**config.mk**
```make
export PLATFORM = sky130hd
export DESIGN_NAME = window_gen
export DESIGN_NICKNAME = d
export VERILOG_FILES = /design/src/rtl/window_gen.sv
export SDC_FILE = /design/constraint.sdc
export NUM_CORES = 1
export LEC_CHECK = 0
export CELL_PAD_IN_SITES_DETAIL_PLACEMENT = 1
export CELL_PAD_IN_SITES_GLOBAL_PLACEMENT = 1
export CORE_AREA = 2 2 277 279
export CTS_CLUSTER_DIAMETER = 200
export CTS_CLUSTER_SIZE = 8
export DETAILED_ROUTE_END_ITERATION = 6
export DIE_AREA = 0 0 279 281
export PLACE_DENSITY = 0.51
export SYNTH_ARGS = -nofsm -noshare
export SYNTH_HDL_FRONTEND = slang
export SYNTH_SLANG_ARGS = --single-unit
```
**constraint.sdc**
```tcl
create_clock -name clk -period 5.2 [get_ports clk]
set_input_delay 0.52 -clock clk [delete_from_list [all_inputs] [get_ports clk]]
set_output_delay 0.52 -clock clk [all_outputs]
set_load 0.02 [all_outputs]
```
**src/rtl/window_gen.sv**
```systemverilog
// Sliding-window generator: shifts incoming pixel columns into a KERNEL_LENGTH^2 window
// and emits one window per valid column position, with row/frame-last flags.
module window_gen #(
   parameter int unsigned DATA_WIDTH    = 32,
   parameter int unsigned KERNEL_LENGTH = 3,
   parameter int unsigned IMG_WIDTH     = 128,
   parameter int unsigned IMG_HEIGHT    = 128
) (
   input  logic                                            clk,
   input  logic                                            rst,
   input  logic                                            in_valid,
   output logic                                            in_ready,
   input  logic [KERNEL_LENGTH*DATA_WIDTH-1:0]             in_col,
   output logic                                            out_valid,
   input  logic                                            out_ready,
   output logic [KERNEL_LENGTH*KERNEL_LENGTH*DATA_WIDTH-1:0] out_win,
   output logic                                            out_row_last,
   output logic                                            out_frame_last
);

   localparam int unsigned WinW = KERNEL_LENGTH * KERNEL_LENGTH * DATA_WIDTH;
   localparam int unsigned CntW = (IMG_WIDTH > 1) ? $clog2(IMG_WIDTH) : 1;
   localparam int unsigned RowW = (IMG_HEIGHT > 1) ? $clog2(IMG_HEIGHT) : 1;

   localparam logic [CntW-1:0] ColLast     = CntW'(IMG_WIDTH - 1);
   localparam logic [CntW-1:0] ColFirstWin = CntW'(KERNEL_LENGTH - 1);
   localparam logic [RowW-1:0] RowLast     = RowW'(IMG_HEIGHT - KERNEL_LENGTH);

   logic [WinW-1:0] shift_q, shift_d;
   logic [WinW-1:0] win_q, win_d;
   logic [CntW-1:0] col_cnt_q, col_cnt_d;
   logic [RowW-1:0] row_cnt_q, row_cnt_d;
   logic            valid_q, valid_d;
   logic            row_last_q, row_last_d;
   logic            frame_last_q, frame_last_d;
   logic            accept, win_load, col_wrap;

   assign in_ready = !valid_q || out_ready;
   assign accept   = in_valid && in_ready;
   assign win_load = accept && (col_cnt_q >= ColFirstWin);
   assign col_wrap = (col_cnt_q == ColLast);

   // Left shift by one column; the newest column lands at c = KERNEL_LENGTH-1 with
   // the oldest buffered row (top slice) going to r = 0.
   always_comb begin
      shift_d = shift_q;
      if (accept) begin
         for (int r = 0; r < KERNEL_LENGTH; r++) begin
            for (int c = 0; c < KERNEL_LENGTH; c++) begin
               if (c < KERNEL_LENGTH - 1) begin
                  shift_d[(r*KERNEL_LENGTH+c)*DATA_WIDTH +: DATA_WIDTH] =
                     shift_q[(r*KERNEL_LENGTH+c+1)*DATA_WIDTH +: DATA_WIDTH];
               end else begin
                  shift_d[(r*KERNEL_LENGTH+c)*DATA_WIDTH +: DATA_WIDTH] =
                     in_col[(KERNEL_LENGTH-1-r)*DATA_WIDTH +: DATA_WIDTH];
               end
            end
         end
      end
   end

   always_comb begin
      col_cnt_d = col_cnt_q;
      row_cnt_d = row_cnt_q;
      if (accept) begin
         if (col_wrap) begin
            col_cnt_d = '0;
            row_cnt_d = (row_cnt_q == RowLast) ? '0 : row_cnt_q + RowW'(1);
         end else begin
            col_cnt_d = col_cnt_q + CntW'(1);
         end
      end
   end

   // A new window wins over a transfer so back-to-back windows keep out_valid high.
   always_comb begin
      win_d        = win_q;
      valid_d      = valid_q;
      row_last_d   = row_last_q;
      frame_last_d = frame_last_q;
      if (win_load) begin
         win_d        = shift_d;
         valid_d      = 1'b1;
         row_last_d   = col_wrap;
         frame_last_d = col_wrap && (row_cnt_q == RowLast);
      end else if (valid_q && out_ready) begin
         valid_d = 1'b0;
      end
   end

   always_ff @(posedge clk or negedge rst) begin
      if (!rst) begin
         shift_q      <= '0;
         win_q        <= '0;
         col_cnt_q    <= '0;
         row_cnt_q    <= '0;
         valid_q      <= 1'b0;
         row_last_q   <= 1'b0;
         frame_last_q <= 1'b0;
      end else begin
         shift_q      <= shift_d;
         win_q        <= win_d;
         col_cnt_q    <= col_cnt_d;
         row_cnt_q    <= row_cnt_d;
         valid_q      <= valid_d;
         row_last_q   <= row_last_d;
         frame_last_q <= frame_last_d;
      end
   end

   assign out_valid      = valid_q;
   assign out_win        = win_q;
   assign out_row_last   = row_last_q;
   assign out_frame_last = frame_last_q;

endmodule

```
==> impl_metrics.yaml <==
status:
  status: "completed"
worst_setup_path:
  end_kind: "flip-flop"
  arrival_ns: 3.40
  cp_slowest_cell: "or4_1"
  cp_cell_sequence: "inv_1 -> ha_1 -> or4_1 -> o211ai_1 -> buf_12 -> mux2_2"
  r2r.worst_path.cells: 6
  critPathMaxFanout: 129
  setup.worst_path.start_class: "flip-flop"
  crit_path_max_incr_delay_ns: 0.50
  critPathKind: "reg -> reg"
  crit_required_ns: 5.66
layout:
  final_nets: 2017
  layout_common_cells: "587 x nand2_1, 497 x dfrtp_1, 390 x clkdlybuf4s50_1"
  utilization: 0.3379
  final_common_cell: "nand2_1"
  fill_cells: 8087
  drive_gt1_frac: 0.1492
  syn2layout_area_growth_pct: 35.96
  antennaDiodeCount: 0
die:
  initial_core_util: 0.2485
  dieWidth_um: 279
  num_rows: 101
  dieArea_mm2: 0.07840
  die_h_um: 281
  io_pins: 392
  core_mm2: 0.07544
timing:
  setup-violations-final: 0
  skew_ns: 0.02067
  period_share: 0.5644
  max-slew-margin-rel: 0.3250
  rsz0062_at_grt: "false"
  final.setup.tns_ns: 0
  finalMaxSlewViolations: 0
  min_period_ns: 2.935
  tightest_slew_ns: 1.012
  hold_viol: 0
  fmax_ghz: 0.3407
global_route:
  grt_pass1_wl_um: 81880
  gr-total-overflow: 0
  grt_antenna_before_repair: 1
  grt_start_max_net_pins: 130
  globalRouteTotalUtil: 0.1325
  grt_pass1_vias: 13550
clock_network:
  clockRootBuffer: "clkbuf_16"
  postCtsHoldBufs: 0
  post_cts_buffers: 0
  clkLatencyLatePin_ns: 0.59
  path_clk_slew_ns: 0.05
  cts_max_path_buffers: 3
  cts_buffers: 72
  clkSinkCount: 497
  cts-htree-levels: 3
  cts_resized: 0
  cts_tree: "built"
placement:
  port-buffer-count: 391
  place_hpwl_um: 32990
  finalWeightedCongestion: 0.7107
drt:
  routedWlPerCell_um: 17.87
  route.detailed.drc: 0
  ant_nets: 0
  vias: 12310
  dr.pass1.iters: 4
  drt_iter0_drc: 360
  vias_per_cell: 4.253
  routed_wl_um: 51730
logic_synthesis:
  ys_seq_elements: 497
  ys_warn_count: 0
  syn_avg_cell_area_um2: 12.34
  synthCells: 1520
  synthSimpleGateAreaFrac: 0.1262
  seq_area_frac_synth: 0.6633
  yosysUniqueCellTypes: 31
  synth_nets: 1624
  syn_area_mm2: 0.01875
  muxShareOfSynthArea: 0.1736
  synthAdderAreaFrac: 0.002669
  synthXorXnorAreaFrac: 0.001401
  synth-compound-area-share: 0.006673
  synth_top_family_by_area: "multiplexers"
pwr:
  power_density_mw_per_mm2: 467.3
  power_leakage_nw: 11.78
  ir_drop_uv: 204.2
min_path:
  hp-class: "in -> async"
job:
  cap_viol_max_count: 0
where the power goes:
group	total, mW	switching, mW	leakage [nW]	internal (mW)
clock	4.07	1.63	0.913	2.44
sequential	5.03	0.420	6.13	4.61
combinational	2.81	1.46	4.74	1.35
stage by stage:
stage	hold WS, ns	total power [mW]	cell area (um^2)	setup WS, ns	cells
final	0.05794	11.91	25490	2.265	2895
after global routing	0.09852	12.58	25490	2.115	2895
after CTS	0.08554	12.21	25490	2.286	2895
after detailed placement	0.4552	7.969	23640	2.289	2817
after global placement	0.4507	7.906	23640	2.314	2817
after floorplan	0.2244	6.378	18750	3.037	1520
path summary, 6_finish.rpt:
| check | start | to | slack, ns |
|---|---|---|---|
| worst max-delay path | col_cnt_q[0] | out_win[188] | 2.26 |
| worst min-delay path | rst | shift_q[79] | 0.06 |
| worst max register to register | col_cnt_q[0] | out_win[188] | 2.26 |
| worst min register to register | shift_q[229] | shift_q[229] | 0.46 |
| max in group asynchronous | rst | shift_q[248] | 3.87 |
| min in group clk | shift_q[229] | shift_q[229] | 0.46 |
registers in the layout (all words and copies together), names as in the netlist:
| register | flops |
|---|---|
| row_cnt_q | 7 |
| out_row_last | 1 |
| out_valid | 1 |
| shift_q | 192 |
| out_win | 288 |
| col_cnt_q | 7 |
| out_frame_last | 1 |
cells in the mapped netlist, drive strengths merged:
library cell  number  share of area
or3b               1        0.00047
nand2            588           0.12
nand4              3         0.0010
or4                1        0.00040
mux2             289           0.17
nand3              7         0.0019
a21oi              3        0.00080
ha                 4         0.0027
a21o               1        0.00040
o22ai              1        0.00033
o31ai              1        0.00040
and4               1        0.00047
clkbuf            38         0.0076
nand2b             2        0.00067
nor3               1        0.00027
a31oi              2        0.00067
o2111ai            1        0.00047
o21ai             12         0.0032
inv                5         0.0010
buf               48          0.018
and3               4         0.0013
and2               2        0.00067
or3                4         0.0013
xnor2              3         0.0014
dfrtp            497           0.66
o211ai             1        0.00040
per-layer routing:
metal / track usage / part of all wire
met5: 0 / 0.00023
met2: 0.2104 / 0.46
met3: 0.04714 / 0.082
met1: 0.1663 / 0.43
met4: 0.04756 / 0.025
layout make-up:
class                   instances  area [um^2]  area share
repair buffers                405         4124      0.1618
inverters                       5        18.77   0.0007362
multi-input cells             932         5832      0.2288
clock inverters                 5        51.30    0.002012
clock buffers                  73         1805     0.07083
well taps                     978         1224     0.04800
flip-flops and latches        497        12440      0.4879
critical path: cells and delay by family, from the launching register on:
family | cells | cell delay (ns)
compound gates | 1 | 0.47
fa+ha+maj | 1 | 0.18
buf+inv | 2 | 0.57
flops | 1 | 0.38
mux | 1 | 0.42
simple gates | 1 | 0.50
logic make-up (layout without fill, tap and decap cells):
group | count (synthesis) | count (layout)
AO/OA/AOI/OAI | 22 | 22
XOR/XNOR | 3 | 3
adder cells (fa/ha/maj) | 4 | 4
buffers and inverters | 91 | 488
flip-flops | 497 | 497
multiplexers | 289 | 289
AND/OR/NAND/NOR | 614 | 614
Note: power is estimated with default switching activity, not from simulation.
